## config.mk

```make
export PLATFORM = sky130hd
export DESIGN_NAME = morse_rx_decoder_flat
export DESIGN_NICKNAME = d
export VERILOG_FILES = /design/src/rtl/morse_rx_decoder_if.sv /design/src/rtl/morse_rx_decoder.sv /design/src/flat_wrapper.sv
export SDC_FILE = /design/constraint.sdc
export NUM_CORES = 1
export LEC_CHECK = 0
export ABC_AREA = 1
export ABC_CLOCK_PERIOD_IN_PS = 2100
export CORE_UTILIZATION = 45
export DETAILED_ROUTE_END_ITERATION = 10
export PLACE_DENSITY_LB_ADDON = 0.3
export RECOVER_POWER = 100
export SKIP_CTS_REPAIR_TIMING = 1
export SYNTH_ARGS = -nofsm -noshare
export SYNTH_HDL_FRONTEND = slang
export SYNTH_SLANG_ARGS = --single-unit
```

## constraint.sdc

```tcl
create_clock -name clk_i -period 2.1 [get_ports clk_i]
set_clock_uncertainty 0.1 [all_clocks]
set_input_delay 0.42 -clock clk_i [delete_from_list [all_inputs] [get_ports clk_i]]
set_output_delay 0.42 -clock clk_i [all_outputs]
set_load 0.005 [all_outputs]
```

## src/rtl/morse_rx_decoder_if.sv

```systemverilog
// Output-side bundle of the Morse receiver: completed frame on valid/ready plus
// the error and overrun strobes seen by the CPU-side register block.
interface morse_rx_decoder_if #(
  parameter int CODE_W = 32
);
  logic [CODE_W-1:0] code_o;
  logic [5:0]        len_o;
  logic              valid_o;
  logic              ready_i;
  logic              err_o;
  logic              overrun_o;

  modport master (
    output code_o, len_o, valid_o, err_o, overrun_o,
    input  ready_i
  );

  modport slave (
    input  code_o, len_o, valid_o, err_o, overrun_o,
    output ready_i
  );
endinterface

```

## src/rtl/morse_rx_decoder.sv

```systemverilog
// Morse line receiver: times marks/spaces in timebase ticks, classifies dots and
// dashes, assembles frames and hands them out on a held valid/ready register.
module morse_rx_decoder #(
  parameter int CODE_W      = 32,
  parameter int CNT_W       = 8,
  parameter int MIN_MARK    = 1,
  parameter int DOT_DASH_TH = 8,
  parameter int MAX_MARK    = 31,
  parameter int GAP_UNITS   = 4
) (
  input  logic               clk_i,
  input  logic               rst_i,
  input  logic               serial_i,
  input  logic               tick_i,
  morse_rx_decoder_if.master bus
);

  localparam logic [CNT_W-1:0] L_CNT_MAX = {CNT_W{1'b1}};
  localparam logic [CNT_W-1:0] L_MIN     = CNT_W'(MIN_MARK);
  localparam logic [CNT_W-1:0] L_TH      = CNT_W'(DOT_DASH_TH);
  localparam logic [CNT_W-1:0] L_MAX     = CNT_W'(MAX_MARK);
  localparam logic [CNT_W-1:0] L_GAP_M1  = CNT_W'(GAP_UNITS - 1);
  localparam logic [6:0]       L_CODE_W  = 7'(CODE_W);

  typedef enum logic [1:0] {
    ST_IDLE    = 2'd0,
    ST_MARK    = 2'd1,
    ST_SPACE   = 2'd2,
    ST_DISCARD = 2'd3
  } state_t;

  logic              r_sync1;
  logic              r_s;
  logic              r_s_d;
  logic [CNT_W-1:0]  r_cnt;
  logic [CODE_W-1:0] r_buf;
  logic [6:0]        r_n;
  state_t            r_state;
  logic [CODE_W-1:0] r_code;
  logic [5:0]        r_len;
  logic              r_valid;
  logic              r_err;
  logic              r_ovr;

  logic              w_rise;
  logic              w_fall;
  logic              w_gap_tick;
  logic              w_dash;
  logic              w_complete;
  logic [CODE_W-1:0] w_bit;

  assign w_rise     = r_s & ~r_s_d;
  assign w_fall     = ~r_s & r_s_d;
  // The tick that would bring the space count up to GAP_UNITS.
  assign w_gap_tick = tick_i & (r_cnt == L_GAP_M1);
  assign w_dash     = (r_cnt > L_TH);
  assign w_bit      = {{(CODE_W-1){1'b0}}, w_dash} << r_n;
  assign w_complete = (r_state == ST_SPACE) & ~w_rise & w_gap_tick;

  // Two-flop synchronizer plus delayed copy for edge detection.
  always_ff @(posedge clk_i) begin
    if (rst_i) begin
      r_sync1 <= 1'b0;
      r_s     <= 1'b0;
      r_s_d   <= 1'b0;
    end else begin
      r_sync1 <= serial_i;
      r_s     <= r_sync1;
      r_s_d   <= r_s;
    end
  end

  // Duration counter: restarts on every line edge, saturates at full scale.
  always_ff @(posedge clk_i) begin
    if (rst_i) begin
      r_cnt <= {CNT_W{1'b0}};
    end else if (w_rise | w_fall) begin
      r_cnt <= {CNT_W{1'b0}};
    end else if (tick_i && (r_cnt != L_CNT_MAX)) begin
      r_cnt <= r_cnt + {{(CNT_W-1){1'b0}}, 1'b1};
    end else begin
      r_cnt <= r_cnt;
    end
  end

  // Frame assembly FSM with registered error strobe.
  always_ff @(posedge clk_i) begin
    if (rst_i) begin
      r_state <= ST_IDLE;
      r_buf   <= {CODE_W{1'b0}};
      r_n     <= 7'd0;
      r_err   <= 1'b0;
    end else begin
      r_err <= 1'b0;
      case (r_state)
        ST_IDLE: begin
          if (w_rise) begin
            r_state <= ST_MARK;
            r_buf   <= {CODE_W{1'b0}};
            r_n     <= 7'd0;
          end
        end
        ST_MARK: begin
          if (w_fall) begin
            if (r_cnt < L_MIN) begin
              r_state <= (r_n == 7'd0) ? ST_IDLE : ST_SPACE;
            end else if ((r_cnt > L_MAX) || (r_n == L_CODE_W)) begin
              r_state <= ST_DISCARD;
              r_err   <= 1'b1;
            end else begin
              r_buf   <= r_buf | w_bit;
              r_n     <= r_n + 7'd1;
              r_state <= ST_SPACE;
            end
          end else if (r_cnt > L_MAX) begin
            r_state <= ST_DISCARD;
            r_err   <= 1'b1;
          end
        end
        ST_SPACE: begin
          if (w_rise) begin
            r_state <= ST_MARK;
          end else if (w_gap_tick) begin
            r_state <= ST_IDLE;
          end
        end
        ST_DISCARD: begin
          // Counter only reflects low time once the falling edge has passed.
          if (~r_s && ~w_fall && w_gap_tick) begin
            r_state <= ST_IDLE;
          end
        end
        default: begin
          r_state <= ST_IDLE;
        end
      endcase
    end
  end

  // Output holding register with valid/ready handshake and overrun strobe.
  always_ff @(posedge clk_i) begin
    if (rst_i) begin
      r_code  <= {CODE_W{1'b0}};
      r_len   <= 6'd0;
      r_valid <= 1'b0;
      r_ovr   <= 1'b0;
    end else begin
      r_ovr <= 1'b0;
      if (w_complete) begin
        if (!r_valid || bus.ready_i) begin
          r_code  <= r_buf;
          r_len   <= 6'(r_n - 7'd1);
          r_valid <= 1'b1;
        end else begin
          r_ovr <= 1'b1;
        end
      end else if (r_valid && bus.ready_i) begin
        r_valid <= 1'b0;
      end
    end
  end

  assign bus.code_o    = r_code;
  assign bus.len_o     = r_len;
  assign bus.valid_o   = r_valid;
  assign bus.err_o     = r_err;
  assign bus.overrun_o = r_ovr;

endmodule

```

## src/flat_wrapper.sv

```systemverilog
// flat-port wrapper written by rule: the top's interface ports become plain ports
module morse_rx_decoder_flat 
#(
  parameter int CODE_W      = 32,
  parameter int CNT_W       = 8,
  parameter int MIN_MARK    = 1,
  parameter int DOT_DASH_TH = 8,
  parameter int MAX_MARK    = 31,
  parameter int GAP_UNITS   = 4
)
  (clk_i, rst_i, serial_i, tick_i, bus_code_o, bus_len_o, bus_valid_o, bus_err_o, bus_overrun_o, bus_ready_i);
  morse_rx_decoder_if #(.CODE_W(CODE_W)) bus_i ();
  input  logic clk_i;
  input  logic rst_i;
  input  logic serial_i;
  input  logic tick_i;
  output wire logic [$bits(bus_i.code_o)-1:0] bus_code_o;
  output wire logic [$bits(bus_i.len_o)-1:0] bus_len_o;
  output wire logic [$bits(bus_i.valid_o)-1:0] bus_valid_o;
  output wire logic [$bits(bus_i.err_o)-1:0] bus_err_o;
  output wire logic [$bits(bus_i.overrun_o)-1:0] bus_overrun_o;
  input wire logic [$bits(bus_i.ready_i)-1:0] bus_ready_i;
  assign bus_code_o = bus_i.code_o;
  assign bus_len_o = bus_i.len_o;
  assign bus_valid_o = bus_i.valid_o;
  assign bus_err_o = bus_i.err_o;
  assign bus_overrun_o = bus_i.overrun_o;
  assign bus_i.ready_i = bus_ready_i;
  morse_rx_decoder #(.CODE_W(CODE_W), .CNT_W(CNT_W), .MIN_MARK(MIN_MARK), .DOT_DASH_TH(DOT_DASH_TH), .MAX_MARK(MAX_MARK), .GAP_UNITS(GAP_UNITS)) u_core (.clk_i(clk_i), .rst_i(rst_i), .serial_i(serial_i), .tick_i(tick_i), .bus(bus_i));
endmodule
```

# Word-level counts from Yosys, hierarchy flattened

Index checks and enable logic that the tools add are counted.

Register bits: 93
Input port bits: 5
Word-level logic and storage cells: 92

Add/sub/neg operators: 3
Order comparisons: 3
Equal/unequal tests: 14
Shift operators: 1
Mux-type cells: 28
Bitwise gates (word level): 13
Reductions and logical operators: 18

Operator list:

| cell                                                  | number |
|---|---|
| two-way mux 32 bit                                    | 4 |
| case mux 32 bit (2 select lines)                      | 1 |
| OR 32 bit                                             | 1 |
| left shift 1 x 7 -> 32 bit                            | 1 |
| two-way mux 7 bit                                     | 4 |
| two-way mux 2 bit                                     | 8 |
| case mux 7 bit (2 select lines)                       | 1 |
| two-way mux 1 bit                                     | 9 |
| adder 8 x 1 -> 8 bit, second input constant           | 1 |
| == test 8 x 2 -> 1 bit, second input constant         | 1 |
| > comparator 8 x 4 -> 1 bit, second input constant    | 1 |
| > comparator 8 x 5 -> 1 bit, second input constant    | 1 |
| < comparator 8 x 1 -> 1 bit, second input constant    | 1 |
| inequality test 8 bit, second input constant          | 1 |
| case mux 2 bit (4 select lines)                       | 1 |
| adder 7 x 1 -> 7 bit, second input constant           | 1 |
| == test 7 x 6 -> 1 bit, second input constant         | 1 |
| zero test 7 bit                                       | 1 |
| inequality test 2 x 1 -> 1 bit, second input constant | 3 |
| inequality test 2 bit, second input constant          | 3 |
| inequality test 3 x 1 -> 1 bit, second input constant | 2 |
| NOT 1 bit                                             | 6 |
| OR reduction 2 bit                                    | 3 |
| subtractor 6 x 1 -> 6 bit, second input constant      | 1 |
| other kinds (12)                                      | 23 |

# Logic depth before layout (Yosys ltp)

Gate-level depths: netlist of the first run.

Depth in word-level cells: 7
Depth in mapped cells: 11

# Least setup slack after synthesis of the first run

Ideal clock, no wire load.

Path type: register to register
From: reg u_core.r_n[0]
To: reg u_core.r_buf[20]
Setup time: 0.070 ns
Arrival: 1.617 ns
Required time: 1.930 ns
Setup slack: 0.312 ns
Cell stages (with the launch flop): 11
Buffers on the path: 1
Cells stage by stage: dfxtp_1 inv_1 ha_1 nand3_2 nor2_1 nor2_1 nand2_2 a21oi_4 buf_6 nand2_1 a21oi_1

Longest elaborated chain between the ends: 6
Elaborated cells on any way between the ends: 10
Classes of those cells: eq/ne: 2; shift: 1; mux: 4; bitwise: 1; reduce/logical: 2

Ends and longest elaborated chain:

| what                             | line                    | RTL |
|---|---|---|
| from (decl)                      | morse_rx_decoder.sv:37  | `logic [6:0] r_n;` |
| from (signal assigned)           | morse_rx_decoder.sv:112 | `r_n <= r_n + 7'd1;` |
| left shift 1 x 7 -> 32 bit       | morse_rx_decoder.sv:57  | `assign w_bit = {{(CODE_W-1){1'b0}}, w_dash} << r_n;` |
| OR 32 bit                        | morse_rx_decoder.sv:111 | `r_buf <= r_buf \| w_bit;` |
| two-way mux 32 bit               | morse_rx_decoder.sv:107 | `end else if ((r_cnt > L_MAX) \|\| (r_n == L_CODE_W)) begin` |
| two-way mux 32 bit               | morse_rx_decoder.sv:105 | `if (r_cnt < L_MIN) begin` |
| two-way mux 32 bit               | morse_rx_decoder.sv:104 | `if (w_fall) begin` |
| case mux 32 bit (2 select lines) | morse_rx_decoder.sv:95  | `case (r_state)` |
| to (signal assigned)             | morse_rx_decoder.sv:90  | `r_buf <= {CODE_W{1'b0}};` |
| to (signal assigned)             | morse_rx_decoder.sv:99  | `r_buf <= {CODE_W{1'b0}};` |
| to (signal assigned)             | morse_rx_decoder.sv:111 |  |
| to (decl)                        | morse_rx_decoder.sv:36  | `logic [CODE_W-1:0] r_buf;` |

Parallel ways exist; a longest one is shown, timed or not. The select of a mux whose other input is x is not followed.
A chain may end at the register's enable or synchronous reset.

# Worst setup path in the final report of the first run

From: reg u_core.r_cnt[1]
To: reg u_core.r_code[1] (netlist: u_core.bus.code_o[1])

Longest elaborated chain between the ends: 4

Ends and longest elaborated chain:

| what                          | line                    | RTL |
|---|---|---|
| from (decl)                   | morse_rx_decoder.sv:35  | `logic [CNT_W-1:0] r_cnt;` |
| from (signal assigned)        | morse_rx_decoder.sv:76  | `r_cnt <= {CNT_W{1'b0}};` |
| from (signal assigned)        | morse_rx_decoder.sv:78  | `r_cnt <= {CNT_W{1'b0}};` |
| from (signal assigned)        | morse_rx_decoder.sv:80  | `r_cnt <= r_cnt + {{(CNT_W-1){1'b0}}, 1'b1};` |
| == test 8 x 2 -> 1 bit        | morse_rx_decoder.sv:55  | `assign w_gap_tick = tick_i & (r_cnt == L_GAP_M1);` |
| AND 1 bit                     | morse_rx_decoder.sv:55  |  |
| AND 1 bit                     | morse_rx_decoder.sv:58  | `assign w_complete = (r_state == ST_SPACE) & ~w_rise & w_gap_tick;` |
| AND reduction 2 bit (no line) | --                      |  |
| to (signal assigned)          | morse_rx_decoder.sv:143 | `r_code <= {CODE_W{1'b0}};` |
| to (signal assigned)          | morse_rx_decoder.sv:151 | `r_code <= r_buf;` |
| to (decl)                     | morse_rx_decoder.sv:39  | `logic [CODE_W-1:0] r_code;` |

Every way passes these cells.

==> results.cfg, run 1 <==
[clock_tree]
numCtsBuffers = 9
clk_pin_slew_ns = 0.09
cts_tree = built
clkSinkCount = 93
cts_root_buffer = clkbuf_8
htreeDepth = 3
clock_latency_ns = 0.36
clockBufferDepth = 2

[global_routing]
grt_max_degree = 32
grt_pass1_wl_um = 14700
overflow = 0
grt_pass1_vias = 3185
antenna_found_initial = 0
grt.total_usage_pct = 20.8

[pwr]
switching_share_pct = 26.1
p_leak_uw = 0.00184
power_per_cell_area_nw_per_um2 = 700
fin_total_pwr_uw = 3310
vdd.ir_drop.worst_mv = 0.302
p_comb_share_pct = 8.7
power.share.sequential_pct = 54.7
p_int_uw = 2450
power_switching_uw = 864
pwr-share-clk_pct = 36.6

[timing]
finalMaxSlewViolations = 0
setup_viol = 0
max_freq_mhz = 511
hold_viol_final = 0
finalCriticalPeriod_ns = 1.96
relSlewSlack_pct = 47.4
rsz0062_at_grt = true
finalCritPeriodShare_pct = 93.2
worst_slew_pin_slew_ns = 0.789

[routing]
drtIter0Drc = 235
vias = 3465
drtPass1Iterations = 4
detail_route.vias_per_cell = 5.07
drtAntennaViolNets = 0
wl_um = 8670
wl_per_cell_um = 12.7
drc = 0

[outcome]
status = finished, final reports clean

[yosys]
async_flop_share_pct = 0
synth.cell_area_sq_um = 3920
synth_fp_nets = 538
synthDistinctLibCells = 28
syn_inst = 525
syn_area_per_cell_sq_um = 7.46
synth_seq_cells = 93
ys.flop_type = dfxtp_1
synth_edf_count = 0
synth_seq_area_share_pct = 47.5
yosysWarnings = 0

[placement]
place_inst = 668
placed_area_sq_um = 4560
dp_hpwl_um = 6450
place_congestion = 0.922
port-buffer-count = 45

[floorplanning]
io_pins = 46
die-area_sq_um = 9080
fp-row-count = 33
coreArea_sq_um = 8300
die_h_um = 95.3
die_w_um = 95.3
initial_utilization_pct = 47.2

[worst_setup_path]
cp_data_arrival_time_ns = 2.10
regToRegSetupSlack_ns = 0.14
crit_path_start_kind = flop
required_ns = 2.24
cp-startpoint = u_core.r_cnt[1]
crit_path_end_kind = flop
critical_path_peak_fanout = 25
reg2reg_depth = 9
worst-setup-path-type = flop to flop
reg2reg_from = u_core.r_cnt[1]
r2r-end = u_core.bus.code_o[1]

[finish]
area_growth_pct = 20.8
final_cells = 683
nFillCells = 759
drive_above_1_share_pct = 7.79
num_antenna_cells = 0
nets = 587
final_common_cell = nand2_1
layout_common_cells = nand2_1 (107), dfxtp_1 (93), a21oi_1 (83), nor2_1 (57), nand3_1 (50)
finish.instance_area_sq_um = 4730

[worst_hold_path]
hold_path.class = flop to flop
whs_endpoint = u_core.r_s
hold_depth = 2
worstHoldStart = u_core.r_sync1

[run]
maxCapViolations = 0
final cells by class:
| type | instances | area (sq um) | share of cell area, % |
|---|---|---|---|
| Clock buffer | 9 | 124 | 2.62 |
| Clock inverter | 6 | 71.3 | 1.51 |
| Inverter | 52 | 195 | 4.13 |
| Multi-Input combinational cell | 354 | 1720 | 36.3 |
| Sequential cell | 93 | 1860 | 39.4 |
| Tap cell | 105 | 131 | 2.78 |
| Timing Repair Buffer | 64 | 629 | 13.3 |
flip-flops by register name, indices dropped and copies added, names as in the netlist:
register              cells
u_core.r_sync1            1
u_core.bus.overrun_o      1
u_core.bus.code_o        32
u_core.r_s                1
u_core.bus.len_o          6
u_core.r_buf             32
u_core.r_state            2
u_core.bus.err_o          1
u_core.bus.valid_o        1
u_core.r_n                7
u_core.r_s_d              1
u_core.r_cnt              8
critical path: stages (launching register included):
cell,delay [ns]
dfxtp_1,0.37
ha_1,0.21
nand2_1,0.08
nor3_2,0.13
nand2_1,0.12
nor3_2,0.27
nand2_1,0.12
clkbuf_4,0.27
nand2_1,0.10
a21oi_1,0.06
worst max-delay path by stage:
stage	endpoint	slack, ns	cells after the start
global placement	u_core.bus.code_o[11]	-0.02	9
finish	u_core.bus.code_o[1]	0.14	9
global route	u_core.r_buf[21]	-0.02	9
CTS	u_core.r_buf[21]	0.20	9
detailed placement	u_core.bus.code_o[10]	-0.09	9
floorplan	u_core.r_buf[20]	0.31	10
cell usage after synthesis (2+ instances only):
| master | number | area share, % |
|---|---|---|
| nand3_1 | 50 | 6.4 |
| nand3b_1 | 3 | 0.58 |
| buf_4 | 2 | 0.38 |
| ha_1 | 8 | 2.6 |
| o21ai_0 | 9 | 1.2 |
| inv_1 | 45 | 4.3 |
| a21oi_1 | 83 | 11 |
| clkinv_1 | 2 | 0.19 |
| inv_2 | 5 | 0.48 |
| nand2_2 | 2 | 0.32 |
| a21oi_4 | 2 | 0.83 |
| dfxtp_1 | 93 | 48 |
| xor2_1 | 6 | 1.3 |
| buf_6 | 4 | 1.2 |
| nor3_2 | 2 | 0.51 |
| nand2_1 | 107 | 10 |
| nor3_1 | 11 | 1.4 |
| clkbuf_1 | 14 | 1.3 |
| buf_2 | 5 | 0.64 |
| nand4_1 | 8 | 1.3 |
| nor2_1 | 57 | 5.5 |
power by group through the flow:
stage	clock network [uW]	logic (uW)	registers [uW]
after CTS	1230	295	1810
final	1210	289	1810
after detailed placement	0	293	1850
after floorplan	0	209	1850
after global routing	1310	327	1810
after global placement	0	288	1850
kinds of logic after synthesis:
logic type | Yosys count | synth area share [%]
buffers and inverters | 78 | 8.59
adders and majority gates | 8 | 2.56
and+or+nand+nor | 244 | 27.1
AOI/OAI and AO/OA | 96 | 12.9
xor gates and xnor gates | 6 | 1.34
DFF | 93 | 47.5
metrics by stage:
stage	utilization, %	TNS, ns	setup slack, ns	hold slack (ns)
2_1_floorplan	-	0	0.312	0.288
3_3_place_gp	54.9	-0.348	-0.0192	0.305
3_5_place_dp	54.9	-2.45	-0.0932	0.299
4_1_cts	57.2	0	0.196	0.326
5_1_grt	57.0	-0.0769	-0.0219	0.366
6_report	57.0	0	0.143	0.324
layer usage:
layer	vias up	global-route usage (%)	wire, um
met1	1553	26.7	3950
met5	-	0	0
met3	14	4.94	491
met2	101	33.8	4080
met4	0	7.95	142
li1	1797	-	-
Power figures use the tool's default switching activity.
==> inputs of run 2 (changes only) <==
- SETUP_SLACK_MARGIN: default -> 0.2
==> results.cfg, run 2 (same netlist as run 1, synthesis figures left out) <==
[worst_setup_path]
required_ns = 2.28
cpPeakStageDelay_ns = 0.37
slowest_stage = dfxtp_4
worst-setup-path-type = flop to flop
critical_path_peak_fanout = 7
crit_path_start_kind = flop
crit_path_end_kind = flop
crit_chain = ha_4 -> nand2_2 -> nor3_4 -> nand2_1 -> nor3_4 -> clkbuf_1 -> clkbuf_4 -> nand3_1 -> a21oi_1
cp_common_cell = nor3_4
cp_data_arrival_time_ns = 2.13

[finish]
num_antenna_cells = 0
drive_above_1_share_pct = 13.8
area_growth_pct = 26.8
nets = 595
final_cells = 691
finish.utilization_pct = 59.9
layout_common_cells = nand2_1 (104), dfxtp_1 (88), a21oi_1 (77), nor2_1 (56), nand3_1 (50)
final_common_cell = nand2_1

[routing]
wl_um = 9160
drtIter0Drc = 247
drtPass1Iterations = 6
detail_route.vias_per_cell = 5.13
wl_per_cell_um = 13.3
drc = 0
drtAntennaViolNets = 0
vias = 3545

[clock_tree]
htreeDepth = 3
clockBufferDepth = 2
clkSinkCount = 93
numCtsBuffers = 9
cts_tree = built
cts_root_buffer = clkbuf_8
clock_latency_ns = 0.36
clk_pin_slew_ns = 0.09

[placement]
dp_hpwl_um = 6450
port-buffer-count = 45
place_inst = 668
place_congestion = 0.922

[worst_hold_path]
hold_path.class = flop to flop

[timing]
max_freq_mhz = 514
relSlewSlack_pct = 43.2
rsz0062_at_grt = true
hold_ws_ns = 0.324
hold_viol_final = 0
finalCritPeriodShare_pct = 92.7
finalCriticalPeriod_ns = 1.95
setup_viol = 0
finalMaxSlewViolations = 0
worst_slew_pin_slew_ns = 0.851

[pwr]
p_leak_uw = 0.00191
switching_share_pct = 26.2
p_comb_share_pct = 9.1
power.share.sequential_pct = 54.6
p_int_uw = 2450
power_switching_uw = 870
fin_total_pwr_uw = 3320
pwr-share-clk_pct = 36.3
vdd.ir_drop.worst_mv = 0.306
power_per_cell_area_nw_per_um2 = 669

[floorplanning]
initial_utilization_pct = 47.2
die_h_um = 95.3
die_w_um = 95.3
fp-row-count = 33
io_pins = 46
coreArea_sq_um = 8300
die-area_sq_um = 9080

[global_routing]
grt_pass1_vias = 3185
grt_pass1_wl_um = 14700
grt_max_degree = 32
overflow = 0
grt.total_usage_pct = 20.8
antenna_found_initial = 0

[run]
maxCapViolations = 0

[outcome]
status = finished, final reports clean
[run 2: cell count changes in the layout (fill, tap and decap cells not counted), sizes merged]
cell,before,now
buf,15,22
clkbuf,13,14
clkdlybuf4s50,3,2
clkinv,3,2
clkinvlp,1,2
dlymetal6s2s,0,1
[run 2: final cells by class]
type / instances / area, sq um
inverter: 52 / 199
clock buffer: 9 / 124
timing repair buffer: 72 / 744
clock inverter: 6 / 71.3
tap: 105 / 131
multi-input combinational: 354 / 1830
sequential: 93 / 1870
fill: 735 / 3330
[run 2: final timing paths]
| check | from | end | slack, ns | depth (start not counted) |
|---|---|---|---|---|
| min reg2reg | u_core.r_sync1 | u_core.r_s | 0.32 | 2 |
| max | u_core.r_cnt[0] | u_core.bus.code_o[27] | 0.15 | 9 |
| min | u_core.r_sync1 | u_core.r_s | 0.32 | 2 |
| max reg2reg | u_core.r_cnt[0] | u_core.bus.code_o[27] | 0.15 | 9 |
[run 2: power by group through the flow]
stage                     Sequential [uW]  Clock (uW)  Combinational (uW)
after floorplan                      1850           0                 209
after global placement               1850           0                 288
after detailed placement             1850           0                 293
after CTS                            1810        1230                 295
after global routing                 1820        1310                 339
final                                1810        1210                 303
[run 2: per-layer routing]
layer | track usage (%) | vias up | part of all wire (%)
met5 | 0 | - | 0
met4 | 7.95 | 0 | 1.9
met3 | 4.94 | 21 | 4.8
met2 | 33.8 | 96 | 48
met1 | 26.7 | 1617 | 45
li1 | - | 1811 | -
[run 2: critical path: cells and delay by family, from the launching register on]
family / cells / cell delay (ns)
and+or+nand+nor: 5 / 0.70
adders and majority gates: 1 / 0.15
AOI/OAI and AO/OA: 1 / 0.15
buffers and inverters: 2 / 0.39
DFF: 1 / 0.37
[run 2: metrics by stage]
stage	area [sq um]	setup TNS (ns)	setup WS (ns)
finish	4970	0	0.153
global route	4970	0	0.0866
CTS	4750	0	0.196
detailed placement	4560	-2.45	-0.0932
global placement	4560	-0.348	-0.0192
floorplan	3920	0	0.312
==> inputs of run 3 (changes only) <==
- CAP_MARGIN: default -> 20
==> results of run 3 <==
The final DEF is identical to that of run 2; final timing and power are the same.
